--- src/rtl/op_tx_scheduler.sv ---
// op_tx_scheduler
//   Arbitrates 40-bit operation packets from three requesters (power-on
//   response, audio sample request, keyboard/mouse data) into a single packet
//   serializer. Each source has sticky pending state. Fixed priority is
//   power-on > audio > keyboard. A streak counter lets a waiting keyboard word
//   overtake audio after AUDIO_STREAK_MAX consecutive audio grants. A
//   start/done handshake drives the serializer, and an inter-packet gap is
//   inserted after every packet.
//
// Ports
//   clk           in   system clock, rising edge
//   reset_n       in   asynchronous active-low reset
//   power_on_req  in   one-cycle request for the power-on packet
//   audio_req     in   one-cycle request for an audio sample request packet
//   kbd_valid     in   keyboard word offered (source holds it until accepted)
//   kbd_is_mouse  in   qualifies kbd_data as mouse data
//   kbd_data      in   16-bit keyboard/mouse payload
//   kbd_ready     out  keyboard holding register empty
//   tx_data       out  packet to the serializer, stable from tx_start to tx_done
//   tx_start      out  one-cycle pulse, tx_data valid
//   tx_done       in   one-cycle pulse from the serializer, packet sent
//   audio_drop    out  one-cycle pulse, an audio request was merged
//   tx_timeout    out  one-cycle pulse, tx_done never arrived
//   busy          out  high whenever the scheduler is not idle
module op_tx_scheduler #(
  parameter int GAP_CYCLES       = 4,
  parameter int AUDIO_STREAK_MAX = 3,
  parameter int TX_TIMEOUT       = 1023
) (
  input  logic        clk,
  input  logic        reset_n,
  input  logic        power_on_req,
  input  logic        audio_req,
  input  logic        kbd_valid,
  input  logic        kbd_is_mouse,
  input  logic [15:0] kbd_data,
  output logic        kbd_ready,
  output logic [39:0] tx_data,
  output logic        tx_start,
  input  logic        tx_done,
  output logic        audio_drop,
  output logic        tx_timeout,
  output logic        busy
);

  localparam int TMR_W = $clog2(TX_TIMEOUT + 1) + 1;
  localparam int GAP_W = $clog2(GAP_CYCLES + 1) + 1;

  localparam logic [39:0]      PKT_PON    = 40'hC671000000;
  localparam logic [39:0]      PKT_AUD    = 40'h0700000000;
  localparam logic [3:0]       STREAK_MAX = 4'(AUDIO_STREAK_MAX);
  localparam logic [TMR_W-1:0] TMR_LAST   = TMR_W'(TX_TIMEOUT - 1);
  localparam logic [GAP_W-1:0] GAP_LAST   = GAP_W'(GAP_CYCLES - 1);

  typedef enum logic [1:0] {
    S_IDLE,
    S_WAIT,
    S_GAP
  } state_t;

  state_t           state_q, state_d;
  logic             pon_p_q, pon_p_d;
  logic             aud_p_q, aud_p_d;
  logic             kbd_full_q, kbd_full_d;
  logic [15:0]      kbd_data_q;
  logic             kbd_mouse_q;
  logic [3:0]       streak_q, streak_d;
  logic [39:0]      tx_data_q, tx_data_d;
  logic             tx_start_q, tx_start_d;
  logic             audio_drop_q, audio_drop_d;
  logic             tx_timeout_q, tx_timeout_d;
  logic [TMR_W-1:0] timer_q, timer_d;
  logic [GAP_W-1:0] gap_q, gap_d;

  logic             idle;
  logic             kbd_boost;
  logic             kbd_cap;
  logic             grant_pon, grant_aud, grant_kbd;
  logic [39:0]      kbd_pkt;

  assign idle      = (state_q == S_IDLE);
  // A waiting keyboard word that has watched AUDIO_STREAK_MAX audio grants
  // now outranks audio (but never power-on).
  assign kbd_boost = kbd_full_q && (streak_q == STREAK_MAX);
  assign kbd_cap   = kbd_valid && !kbd_full_q;

  assign grant_pon = idle && pon_p_q;
  assign grant_aud = idle && !pon_p_q && aud_p_q && !kbd_boost;
  assign grant_kbd = idle && !pon_p_q && kbd_full_q && (!aud_p_q || kbd_boost);

  assign kbd_pkt   = {8'hC6, (kbd_mouse_q ? 8'h01 : 8'h10), 8'h00, kbd_data_q};

  always_comb begin
    state_d      = state_q;
    timer_d      = timer_q;
    gap_d        = gap_q;
    tx_data_d    = tx_data_q;
    tx_start_d   = 1'b0;
    tx_timeout_d = 1'b0;

    // A request arriving on its own grant edge re-arms the flag.
    pon_p_d      = power_on_req || (pon_p_q && !grant_pon);
    aud_p_d      = audio_req || (aud_p_q && !grant_aud);
    audio_drop_d = audio_req && aud_p_q && !grant_aud;

    // The grant edge frees the register; capture is only possible once
    // kbd_ready is seen high, i.e. from the following cycle on.
    kbd_full_d   = kbd_full_q;
    if (kbd_cap) begin
      kbd_full_d = 1'b1;
    end else if (grant_kbd) begin
      kbd_full_d = 1'b0;
    end

    streak_d = streak_q;
    if (!kbd_full_q || grant_kbd) begin
      streak_d = '0;
    end else if (grant_aud && (streak_q != STREAK_MAX)) begin
      streak_d = streak_q + 4'd1;
    end

    case (state_q)
      S_IDLE: begin
        if (grant_pon || grant_aud || grant_kbd) begin
          state_d    = S_WAIT;
          timer_d    = '0;
          tx_start_d = 1'b1;
          if (grant_pon) begin
            tx_data_d = PKT_PON;
          end else if (grant_aud) begin
            tx_data_d = PKT_AUD;
          end else begin
            tx_data_d = kbd_pkt;
          end
        end
      end
      S_WAIT: begin
        timer_d = timer_q + TMR_W'(1);
        // tx_done coinciding with our own tx_start pulse is stale.
        if (tx_done && !tx_start_q) begin
          state_d = (GAP_CYCLES == 0) ? S_IDLE : S_GAP;
          gap_d   = '0;
        end else if (timer_q == TMR_LAST) begin
          tx_timeout_d = 1'b1;
          state_d      = (GAP_CYCLES == 0) ? S_IDLE : S_GAP;
          gap_d        = '0;
        end
      end
      S_GAP: begin
        if (gap_q == GAP_LAST) begin
          state_d = S_IDLE;
        end else begin
          gap_d = gap_q + GAP_W'(1);
        end
      end
      default: begin
        state_d = S_IDLE;
      end
    endcase
  end

  always_ff @(posedge clk or negedge reset_n) begin
    if (!reset_n) begin
      state_q      <= S_IDLE;
      pon_p_q      <= 1'b0;
      aud_p_q      <= 1'b0;
      kbd_full_q   <= 1'b0;
      streak_q     <= '0;
      tx_data_q    <= '0;
      tx_start_q   <= 1'b0;
      audio_drop_q <= 1'b0;
      tx_timeout_q <= 1'b0;
      timer_q      <= '0;
      gap_q        <= '0;
    end else begin
      state_q      <= state_d;
      pon_p_q      <= pon_p_d;
      aud_p_q      <= aud_p_d;
      kbd_full_q   <= kbd_full_d;
      streak_q     <= streak_d;
      tx_data_q    <= tx_data_d;
      tx_start_q   <= tx_start_d;
      audio_drop_q <= audio_drop_d;
      tx_timeout_q <= tx_timeout_d;
      timer_q      <= timer_d;
      gap_q        <= gap_d;
    end
  end

  // Payload holding register; its validity is tracked by kbd_full_q.
  always_ff @(posedge clk) begin
    if (kbd_cap) begin
      kbd_data_q  <= kbd_data;
      kbd_mouse_q <= kbd_is_mouse;
    end
  end

  assign kbd_ready  = !kbd_full_q;
  assign tx_data    = tx_data_q;
  assign tx_start   = tx_start_q;
  assign audio_drop = audio_drop_q;
  assign tx_timeout = tx_timeout_q;
  assign busy       = !idle;

endmodule

--- config.mk ---
export PLATFORM = sky130hd
export DESIGN_NAME = op_tx_scheduler
export DESIGN_NICKNAME = d
export VERILOG_FILES = /design/src/rtl/op_tx_scheduler.sv
export SDC_FILE = /design/constraint.sdc
export NUM_CORES = 1
export LEC_CHECK = 0
export ABC_AREA = 0
export CORE_UTILIZATION = 53
export CTS_CLUSTER_SIZE = 30
export DETAILED_ROUTE_END_ITERATION = 12
export PLACE_DENSITY = 0.82
export SYNTH_ARGS = -nofsm -noshare
export SYNTH_HDL_FRONTEND = slang
export SYNTH_SLANG_ARGS = --single-unit
--- constraint.sdc ---
create_clock -name clk -period 4.02 [get_ports clk]
set_input_delay 0.804 -clock clk [delete_from_list [all_inputs] [get_ports clk]]
set_output_delay 0.804 -clock clk [all_outputs]
set_load 0.05 [all_outputs]
# Word-level counts from Yosys, hierarchy flattened

Index checks and enable logic that the tools add are counted.

$add $sub $neg: 3
Eq/ne operators: 10
Muxes and demuxes: 23
Reduce and logical (&&, ||, !) cells: 37

Operator list:

| cell                                                                     | count |
|---|---|
| 40-bit 2-to-1 mux                                                        | 2 |
| 11-bit case mux with 2 select lines                                      | 1 |
| 4-bit 2-to-1 mux                                                         | 5 |
| 1-bit logical AND                                                        | 14 |
| 11-bit by 1-bit adder with 11-bit output (second input constant)         | 1 |
| 11-bit by 10-bit equality test with 1-bit output (second input constant) | 1 |
| 11-bit 2-to-1 mux                                                        | 1 |
| 4-bit by 1-bit adder with 4-bit output (second input constant)           | 2 |
| 4-bit by 2-bit equality test with 1-bit output (second input constant)   | 2 |
| 1-bit zero test                                                          | 8 |
| 2-bit 2-to-1 mux                                                         | 4 |
| 4-bit case mux with 2 select lines                                       | 1 |
| 2-bit nonzero test                                                       | 4 |
| 1-bit 2-to-1 mux                                                         | 7 |
| 1-bit logical OR                                                         | 6 |
| 2-bit case mux with 3 select lines                                       | 1 |
| 3-bit AND reduction                                                      | 2 |
| 5-bit 2-to-1 mux                                                         | 1 |
| 2-bit != test (second input constant)                                    | 2 |
| 4-bit by 2-bit != test with 1-bit output (second input constant)         | 1 |
| 2-bit AND reduction                                                      | 2 |
| 3-bit != test (second input constant)                                    | 1 |
| 2-bit by 1-bit equality test with 1-bit output (second input constant)   | 1 |
| 2-bit equality test (second input constant)                              | 1 |
| 2 further kinds                                                          | 2 |

Register bits after elaboration: 84
Input bits: 23
Output and inout port bits: 45
Word-level logic and storage cells: 86

# Depth between registers and ports, before layout

Depth after elaboration: 8
Mapped depth: 6
Depth with buffers taken out: 6

# Worst setup path before layout

Ideal clock, no wire load.

Kind: in2reg
From: input port kbd_valid
To: register kbd_data_q[0] (enable)
Setup time: 0.393 ns
Arrival time: 1.611 ns
Required time: 3.627 ns
Slack: 2.017 ns
Stages on the path: 1
Buffers on the path: 0
Path through: nor2b_1

Longest elaborated chain between the ends: 1

Ends and longest elaborated chain:

| what                 | line | text |
|---|---|---|
| start, declared      | 34   | `input logic kbd_valid,` |
| 1-bit logical AND    | 85   | `assign kbd_cap = kbd_valid && !kbd_full_q;` |
| end signal, assigned | 193  | `kbd_data_q <= kbd_data;` |
| end, declared        | 65   | `logic [15:0] kbd_data_q;` |

Every way passes these cells.
A chain may end at the register's enable or synchronous reset.

# Worst setup path after layout

From: register state_q[1]
To: output port busy

Longest elaborated chain between the ends: 2

Ends and longest elaborated chain:

| what                   | line | text |
|---|---|---|
| start, declared        | 61   | `state_t state_q, state_d;` |
| start signal, assigned | 176  | `state_q <= state_d;` |
| 2-bit zero test        | 81   | `assign idle = (state_q == S_IDLE);` |
| 1-bit zero test        | 203  | `assign busy = !idle;` |
| end, declared          | 43   | `output logic busy` |

Every way passes these cells.

==> impl_results.md <==
- Cts repair resizes: 0
- Hold Crit Class: reg2reg
- Total power per unit cell area: 629 nW/um2
- Setup Buffers After CTS: 0
- Multi-input logic area: 968 um2
- Clock Path Buffers: 2
- Register area: ~1700 um2
- Max VDD drop: just over 400 uV
- Adder-cell area share of the yosys netlist: 0.0174
- Final period utilization: 0.672
- Synth-to-layout area growth: 22.8%
- Count of different cell masters after synthesis: 46
- Final hold violation count: 0
- Post-synth ARST share: 0.742
- Post-Synth Simple-Gate Area: 0.137
- Chip width: 75.6 um
- Fin nets: approximately 320
- Number of global-route vias before repair: 1831
- Synth warn: 0
- # port buffers: 52
- Slew margin rel.: 0.293
- IO Count: 68
- CP max stage delay: 810 ps
- Top FF cell, synth: dfrtp_1
- Switching Share: 0.414
- Post-DP HPWL: 3.52 mm
- MaxCap Viol Count: 0
- FILL cells: 381
- Avg Cell Area, Syn: 12.0 um2
- H-Tree Depth: 3
- Synth Area in XOR/XNOR: 0.00916
- Syn Inst Count: approximately 240
- Remaining DRCs: 0
- Largest net degree at the start of global routing: 50
- Antenna viol nets, final: 0
- Critical path class: reg2out
- Crit-path slowest cell: clkdlybuf4s50_1
- First-pass GRT wire length: 8.56 mm
- Crit. End Element: output pin
- Mapped cell area: around 2900 um2
- Clock Latency Late Sink: 340 ps
- Total track usage: 0.211
- Final WL: 5.19 mm
- Drt pass-1 iters: 4
- Pins Over Slew Limit: 0
- Root Buffer: clkbuf_8
- Core box area: 5170 um2
- Clock sink total: 66
- Height of the chip: 75.6 um
- Reg clk slew, reported paths: roughly 70 ps
- Synth Register Bits: 66
- Detailed Route Iter0 Violations: 89
- Setup_tns: 0 ps
- Total number of vias: 1927
- Net Switching: 0.917 mW
- Per-cell routed wire length: between 10 and 15 um
- Gate power share: 0.377
- Minimum clock period: 2700 ps
- Outcome: complete, no violations
- Post-synthesis mux area share: 0.00741
- DR vias/cell: ~5.3
- Complex-gate fraction of the synthesized area: 0.147
- Critical path arrival: 1900 ps
- Die Footprint: 5710 um2
- ANT cells: 0
- Util after Layout: 0.681
- Worst path top cell family by delay: buffers and inverters
- Initial antenna violation count: 0
- CTS tree: yes
- Clock power frac: 0.210
- Layout cells sized above 1: 0.101
- Startpoint Class: register
- Total CTS buffers: 9
- Crit path cell chain: nor2_1 > inv_1 > clkdlybuf4s50_1
- Post-synthesis sequential area ratio: 0.605
- CP bufs+invs: 2
- Pleak: 1.47 nW
- Largest family of logic cells by synthesized area: compound AO/OA/AOI/OAI gates
- Clock Skew: 8.81 ps
- Crit-path max FO: 11
- Overflow after GRT: 0
- Required time worst endpoint: 3220 ps
- Fmax: 0.370 GHz
- Starting Density: 0.555
- GPL Wtd Cong: 0.787
- RSZ-0062 raised after global routing: false
- Sequential power share: 0.413
- Worst-Margin Slew: between 1000 and 1500 ps
- FP Rows: 26
- CTS Hold Bufs: 0
- # setup viols final: 0
- Post-synth EDFFs: 17
- Internal: 1.30 mW
## path summary, 6_finish.rpt
kind                               startpoint     endpoint  slack, ps  cells after the start
min in group asynchronous             reset_n  streak_q[3]        660                      1
worst min-delay path            kbd_data_q[2]   tx_data[2]        460                      1
max in group asynchronous             reset_n  tx_data[15]       2710                      1
worst min register to register  kbd_data_q[2]   tx_data[2]        460                      1
worst max register to register     state_q[1]  tx_data[14]       2220                      3
worst max-delay path               state_q[1]         busy       1320                      3
## cell families (layout without fill, tap and decap cells)
group | count (synthesis) | after routing
other cells | 1 | 15
xor+xnor | 3 | 3
mux | 2 | 2
flops | 66 | 66
compound gates | 57 | 57
buf+inv | 36 | 80
fa+ha+maj | 4 | 4
simple gates | 70 | 70
## through the flow
stage | std cells | worst slack (ps) | hold WS (ps) | power [mW] | cell area, um2
after floorplan | 253 | 2020 | 443 | 1.54 | 2920
after global placement | 351 | 1730 | 444 | 1.74 | 3360
after detailed placement | 351 | 1670 | 456 | 1.76 | 3360
after CTS | 367 | 1300 | 465 | 2.23 | 3520
after global routing | 367 | 1170 | 480 | 2.35 | 3520
final | 367 | 1320 | 464 | 2.22 | 3520
## placed cells by master (no fill, tap or decap), types with 2 or more instances in the layout
cell type        Yosys  routed
o21ai_0             10      10
nor3_1               9       9
nand2b_1             5       5
a21oi_1              9       9
clkdlybuf4s50_1      0      51
a21o_1               3       3
inv_1               10      10
o21a_1               2       2
clkbuf_1             1       2
a22o_1              17      17
nand3_1             13      13
clkinvlp_4           0       3
nand2_1             18      18
edfxtp_1            17      17
clkbuf_8             0       9
a31oi_1              5       5
dfrtp_1             49      49
buf_4               20       2
a21oi_2              2       2
nor2_1              10      10
ha_1                 4       4
conb_1               1      15
nor2b_1              2       2
xnor2_1              2       2
nand4_1              2       2
## sequential cells by signal (all words and copies together), names as in the netlist
name         count
aud_p_q          1
audio_drop       1
gap_q            4
kbd_data_q      16
kbd_full_q       1
kbd_mouse_q      1
pon_p_q          1
state_q          2
streak_q         4
timer_q         11
tx_data         22
tx_start         1
tx_timeout       1
## synth_stat cells, types with 2 or more instances
library cell,instances,area (um2)
a21o_1,3,22.5
a21oi_1,9,45.0
a21oi_2,2,17.5
a22o_1,17,149
a31oi_1,5,31.3
buf_2,5,25.0
buf_4,20,150
dfrtp_1,49,1230
edfxtp_1,17,510
ha_1,4,50.1
inv_1,10,37.5
nand2_1,18,67.6
nand2b_1,5,31.3
nand3_1,13,65.1
nand4_1,2,12.5
nor2_1,10,37.5
nor2b_1,2,12.5
nor3_1,9,45.0
o21a_1,2,15.0
o21ai_0,10,50.1
xnor2_1,2,17.5
## layer usage
metal  global-route usage  part of all wire  up-vias
met5                    0                 0        -
met4               0.0741             0.011        0
met3               0.0899             0.067        4
met2                0.324              0.47       66
met1                0.271              0.45      929
li1                     -                 -      928
## area by class of cell
type,count,share of cell area
Clock buffer,11,0.0373
Clock inverter,5,0.00888
Inverter,10,0.0107
Multi-Input combinational cell,151,0.275
Sequential cell,66,0.493
Tap cell,70,0.0249
Timing Repair Buffer,54,0.151
## power by group through the flow
stage               sequential, mW  clock (mW)  combinational (mW)
floorplan                     1.05           0               0.492
CTS                          0.914       0.479               0.838
detailed placement           0.924           0               0.839
finish                       0.915       0.466               0.835
global placement             0.922           0               0.820
global route                 0.932       0.512               0.907
No activity file was read; power rests on OpenSTA's default activity.
